**src/rtl/turbo_pkg.sv**
```systemverilog
// Shared sizing and state definitions for the turbo encoder block.
// The wrapper and interleaver import this too, so block lengths stay identical everywhere.
package turbo_pkg;

    localparam int K_SMALL  = 1056;
    localparam int K_LARGE  = 6144;
    localparam int CNT_W    = 13;
    localparam int TAIL_LEN = 3;
    localparam int TAIL_W   = $clog2(TAIL_LEN + 1);

    typedef enum logic [2:0] {
        ST_IDLE  = 3'd0,
        ST_ENC   = 3'd1,
        ST_FLUSH = 3'd2,
        ST_TAIL1 = 3'd3,
        ST_TAIL2 = 3'd4,
        ST_DONE  = 3'd5
    } state_e;

    function automatic logic [CNT_W-1:0] k_of(input logic k_sel);
        return k_sel ? CNT_W'(K_LARGE) : CNT_W'(K_SMALL);
    endfunction

endpackage

```
**src/rtl/turbo_tail_cnt.sv**
```systemverilog
// Down-counter for trellis termination cycles.
// A load sets it to LEN-1, so zero_o marks the last counted cycle of a tail.
module turbo_tail_cnt
    import turbo_pkg::*;
#(
    parameter int LEN = TAIL_LEN,
    parameter int W   = TAIL_W
) (
    input  logic clk,
    input  logic aclr,
    input  logic load_i,
    input  logic en_i,
    output logic zero_o
);

    logic [W-1:0] cnt_q, cnt_d;

    always_comb begin
        cnt_d = cnt_q;
        if (load_i) begin
            cnt_d = W'(LEN - 1);
        end else if (en_i && (cnt_q != '0)) begin
            cnt_d = cnt_q - W'(1);
        end
    end

    always_ff @(posedge clk or posedge aclr) begin
        if (aclr) begin
            cnt_q <= '0;
        end else begin
            cnt_q <= cnt_d;
        end
    end

    assign zero_o = (cnt_q == '0);

endmodule

```
**src/rtl/turbo_enc_ctrl.sv**
```systemverilog
// Code-block sequencer: lockstep reads of both sources for K bits,
// then termination of encoder 1 followed by encoder 2.
module turbo_enc_ctrl
    import turbo_pkg::*;
(
    input  logic             clk,
    input  logic             aclr,
    input  logic             start,
    input  logic             k_sel,
    output logic             ready,
    input  logic             src1_empty,
    input  logic             src2_valid,
    input  logic             out_ready,
    output logic             rd_req,
    output logic             enc_en,
    output logic             enc1_term,
    output logic             enc2_term,
    output logic [CNT_W-1:0] bit_cnt,
    output logic             done
);

    state_e           state_q, state_d;
    logic [CNT_W-1:0] bit_cnt_q, bit_cnt_d;
    logic [CNT_W-1:0] k_q, k_d;
    logic             enc_en_q;
    logic             tail_load, tail_en, tail_zero;
    logic             src_ok;

    // Both sources must offer a bit and the sink must take it; otherwise neither advances.
    assign src_ok = !src1_empty && src2_valid && out_ready;

    always_comb begin
        state_d   = state_q;
        bit_cnt_d = bit_cnt_q;
        k_d       = k_q;
        ready     = 1'b0;
        rd_req    = 1'b0;
        enc1_term = 1'b0;
        enc2_term = 1'b0;
        done      = 1'b0;
        tail_load = 1'b0;
        tail_en   = 1'b0;
        case (state_q)
            ST_IDLE: begin
                ready = 1'b1;
                if (start) begin
                    k_d       = k_of(k_sel);
                    bit_cnt_d = '0;
                    state_d   = ST_ENC;
                end
            end
            ST_ENC: begin
                rd_req = src_ok;
                if (src_ok) begin
                    bit_cnt_d = bit_cnt_q + CNT_W'(1);
                    if (bit_cnt_q == k_q - CNT_W'(1)) begin
                        state_d = ST_FLUSH;
                    end
                end
            end
            ST_FLUSH: begin
                tail_load = 1'b1;
                state_d   = ST_TAIL1;
            end
            ST_TAIL1: begin
                enc1_term = out_ready;
                tail_en   = out_ready;
                if (out_ready && tail_zero) begin
                    tail_load = 1'b1;
                    state_d   = ST_TAIL2;
                end
            end
            ST_TAIL2: begin
                enc2_term = out_ready;
                tail_en   = out_ready;
                if (out_ready && tail_zero) begin
                    state_d = ST_DONE;
                end
            end
            ST_DONE: begin
                done    = 1'b1;
                state_d = ST_IDLE;
            end
            default: begin
                state_d = ST_IDLE;
            end
        endcase
    end

    always_ff @(posedge clk or posedge aclr) begin
        if (aclr) begin
            state_q   <= ST_IDLE;
            bit_cnt_q <= '0;
            k_q       <= CNT_W'(K_SMALL);
            enc_en_q  <= 1'b0;
        end else begin
            state_q   <= state_d;
            bit_cnt_q <= bit_cnt_d;
            k_q       <= k_d;
            enc_en_q  <= rd_req;
        end
    end

    // Single counter reused for both tails; reloaded on FLUSH->TAIL1 and TAIL1->TAIL2.
    turbo_tail_cnt #(
        .LEN (TAIL_LEN),
        .W   (TAIL_W)
    ) u_tail_cnt (
        .clk    (clk),
        .aclr   (aclr),
        .load_i (tail_load),
        .en_i   (tail_en),
        .zero_o (tail_zero)
    );

    assign enc_en  = enc_en_q;
    assign bit_cnt = bit_cnt_q;

endmodule

```
**config.mk**
```make
export PLATFORM = sky130hd
export DESIGN_NAME = turbo_enc_ctrl
export DESIGN_NICKNAME = d
export VERILOG_FILES = /design/src/rtl/turbo_pkg.sv /design/src/rtl/turbo_tail_cnt.sv /design/src/rtl/turbo_enc_ctrl.sv
export SDC_FILE = /design/constraint.sdc
export NUM_CORES = 1
export LEC_CHECK = 0
export CORE_AREA = 2 2 50 52
export CTS_BUF_LIST = sky130_fd_sc_hd__clkbuf_2 sky130_fd_sc_hd__clkbuf_4 sky130_fd_sc_hd__clkbuf_8
export DETAILED_ROUTE_END_ITERATION = 12
export DIE_AREA = 0 0 52 54
export MAX_ROUTING_LAYER = met4
export PLACE_DENSITY_LB_ADDON = 0.12
export SLEW_MARGIN = 20
export SYNTH_ARGS = -nofsm -noshare
export SYNTH_HDL_FRONTEND = slang
export SYNTH_SLANG_ARGS = --single-unit
export TNS_END_PERCENT = 1
```
**constraint.sdc**
```tcl
create_clock -name clk -period 3.35 [get_ports clk]
set_clock_uncertainty 0.15 [all_clocks]
set_input_delay 0.335 -clock clk [delete_from_list [all_inputs] [get_ports clk]]
set_output_delay 0.335 -clock clk [all_outputs]
set_load 0.05 [all_outputs]
```
==> flow_summary.toml <==
[sta]
fmax_ghz = 0.3438
finalCritPeriodShare_pct = 86.83
final_period_minus_worst_setup_slack_ns = 2.909
maxSlewViolCount = 0
report.final.hold_viol_count = 0
setup_repair_after_global_routing_missed_its_margin = "false"
final.setup.tns_ns = 0
tightest_slew_ns = 0.7997
worst_slew_margin_rel_pct = 46.63
number_of_setup_violations_in_the_final_report = 0

[finish]
drive_gt1_share_pct = 7.190
area_delta_synth_final_pct = 22.01
final_net_count = 164
insertedDiodeCount = 0

[synthesis]
synth-compound-area-share_pct = 11.36
synth-warning-count = 0
yosys.area_share.adder_pct = 3.043
synth_largest_area_cell = "sky130_fd_sc_hd__dfrtp_1"
synthDistinctLibCells = 43
most_common_cell_in_the_synthesized_netlist = "sky130_fd_sc_hd__dfrtp_1"
synth_top_cells_by_count = "sky130_fd_sc_hd__dfrtp_1 (20), sky130_fd_sc_hd__nand3_1 (11), sky130_fd_sc_hd__nor2_1 (9), sky130_fd_sc_hd__a21oi_1 (8)"
yosys.area.top_type_share_pct = 40.57
netlist_instances = 130
synth.mux.area_fraction_pct = 0
number_of_storage_elements_in_the_synthesis_netlist = 21
synth.area.top_cells = "sky130_fd_sc_hd__dfrtp_1 (41%), sky130_fd_sc_hd__nand3_1 (4.5%), sky130_fd_sc_hd__xor2_1 (4.3%)"
syn-mean-instance-area_sq_um = 9.490
post_synth_edffs = 0
ffs_w_async_s_r_synth_pct = 100.0
register_area_share_after_synthesis_pct = 42.70
synth_xor_area_share_pct = 6.389
synth_top_family_by_area = "simple AND/OR/NAND/NOR gates"
synth_simple_gate_area_share_pct = 31.14
netlist_area_sq_um = 1234
dominantRegCellSynth = "sky130_fd_sc_hd__dfrtp_1"
synth_fp_nets = 140

[route]
finalWirelength_microns = 2592
drt-vias-per-instance = 5.765
post_drt_wl_per_cell_microns = 14.16
detail-route-antenna-nets = 0
routed-via-count = 1055
drc_errors = 0
drt_iter0_drcs = 19
dr.pass1.iters = 4

[setup_path]
worstReg2RegEnd = "state_q[1]"
critPathRequiredTime_ns = 2.86
setup.reg_to_reg.worst_slack_ns = 1.26
worst-endpoint-arrival_ns = 2.42
path_class = "input port to output pin"
worst-r2r-cell-count = 5
end_kind = "output pin"
timing.critical_path.fanout_max = 9
r2r-start = "k_q[10]"
cp-start-kind = "input port"

[global_route]
gr-usage-met3_pct = 3.611
grt_most_used_layer = "met2"
grt_first_pass_wirelength_microns = 4512
grt_usage_pct = 22.72
grt_max_degree = 22
grt_antenna_before_repair = 0
globalRouteMet2Util_pct = 35.02
global_route_met1_utilization_pct = 28.35
grt_pass1_vias = 1005
global_route.overflow_total = 0

[cts]
cts_post_setup_buffers_inserted = 0
cts_repair_resize_count = 0
cts_buffer_depth = 2
cts_tree = "built"
cts_hold_buffers = 0
cts-buffers-inserted = 3
clock_tree.root_cell = "sky130_fd_sc_hd__clkbuf_4"
clkLatencyLatePin_ns = 0.32
numClockSinks = 21
path_clk_slew_ns = 0.12
cts-htree-levels = 1

[place]
gp_congestion = 0.8187
port_buffers = 25
dpl.hpwl_microns = 1904

[die]
fp.dieArea_sq_um = 2808
floorplan.die.width_microns = 52
row_count = 18
top_level_ports = 26
floorplan_core_area_sq_um = 2320
floorplan.initialDensity_pct = 53.18
die_height_microns = 54

[power]
power.leakage_nw = 0.6581
peakVddDrop_v = 0.0005111
report.power.total_w = 0.0008521
power.density_cell_area_nw_per_um2 = 566.1

[worst_hold_path]
hold_path.class = "input port to asynchronous set/reset pin"

[job]
maxCapViolCount = 0

[outcome]
outcome = "completed"
==> report_power, final <==
group	total [W]	switching (W)	internal (W)
Combinational	0.000367	0.000224	0.000143
Clock	0.000128	0.0000830	0.0000448
Sequential	0.000357	0.0000549	0.000303
Total	0.000852	0.000362	0.000491
==> per-layer routing <==
metal / vias to the layer above / part of all wire (%)
met4: 0 / 2.9
met1: 501 / 46
li1: 514 / -
met2: 32 / 46
met5: - / 0
met3: 8 / 5.4
==> per-stage QoR <==
step                      util (%)  area [sq um]  hold slack (ns)  std cells  setup slack, ns
final                        64.89          1505           0.3053        183           0.4412
after global routing         64.89          1505           0.3690        183           0.3114
after CTS                    64.89          1505           0.3290        183           0.4501
after detailed placement     63.70          1478           0.3361        179           0.4551
after global placement       63.70          1478           0.3237        179           0.5187
after floorplan                  -          1234           0.1608        130           0.7177
==> worst max-delay path: stages <==
cell	delay, ns
sky130_fd_sc_hd__clkdlybuf4s50_1	0.62
sky130_fd_sc_hd__and3b_1	0.41
sky130_fd_sc_hd__nand2_1	0.16
sky130_fd_sc_hd__inv_1	0.10
sky130_fd_sc_hd__clkdlybuf4s50_1	0.80
==> how the worst max path moves through the flow <==
| stage | cells after the start | endpoint | slack, ns | startpoint |
|---|---|---|---|---|
| after detailed placement | 5 | rd_req | 0.46 | out_ready |
| after global placement | 5 | rd_req | 0.52 | out_ready |
| final | 5 | rd_req | 0.44 | out_ready |
| after global routing | 5 | rd_req | 0.31 | out_ready |
| after floorplan | 5 | bit_cnt[2] | 0.72 | state_q[1] |
| after CTS | 5 | rd_req | 0.45 | out_ready |
==> cell type report <==
class                   instances  area, sq um
flip-flops and latches         21        526.8
well taps                      30        37.54
inverters                       6        22.52
multi-input cells              97        640.6
repair buffers                 25        250.2
fillers                       197        814.5
clock buffers                   3        22.52
clock inverters                 1        5.005
==> layout by cell type (no fill, tap or decap), drive strengths merged, types with 2 or more instances in the layout <==
cell type      synthesis  routed
and2                   4       4
a21oi                  8       8
clkdlybuf4s50          0      25
dfrtp                 20      20
and3b                  3       3
nand2                  7       7
o211ai                 2       2
xnor2                  3       3
clkbuf                 1       3
or4                    2       2
or3                    4       4
and4                   2       2
inv                    6       6
or3b                   2       2
nand3                 12      12
nor3b                  2       2
nor3                   2       2
ha                     3       3
nor2                   9       9
o21ai                  7       7
nand4                  6       6
xor2                   6       6
==> state kept, by name, summed over array words and instances, names as in the netlist <==
| register | count |
|---|---|
| k_q | 2 |
| u_tail_cnt.cnt_q | 2 |
| enc_en | 1 |
| state_q | 3 |
| bit_cnt | 13 |
==> logic make-up (layout without fill, tap and decap cells) <==
group / count (synthesis) / in the layout
and+or+nand+nor: 62 / 62
AOI/OAI and AO/OA: 23 / 23
buffers and inverters: 12 / 35
xor gates and xnor gates: 9 / 9
DFF: 21 / 21
adders and majority gates: 3 / 3
(Power assumes the default switching activity.)
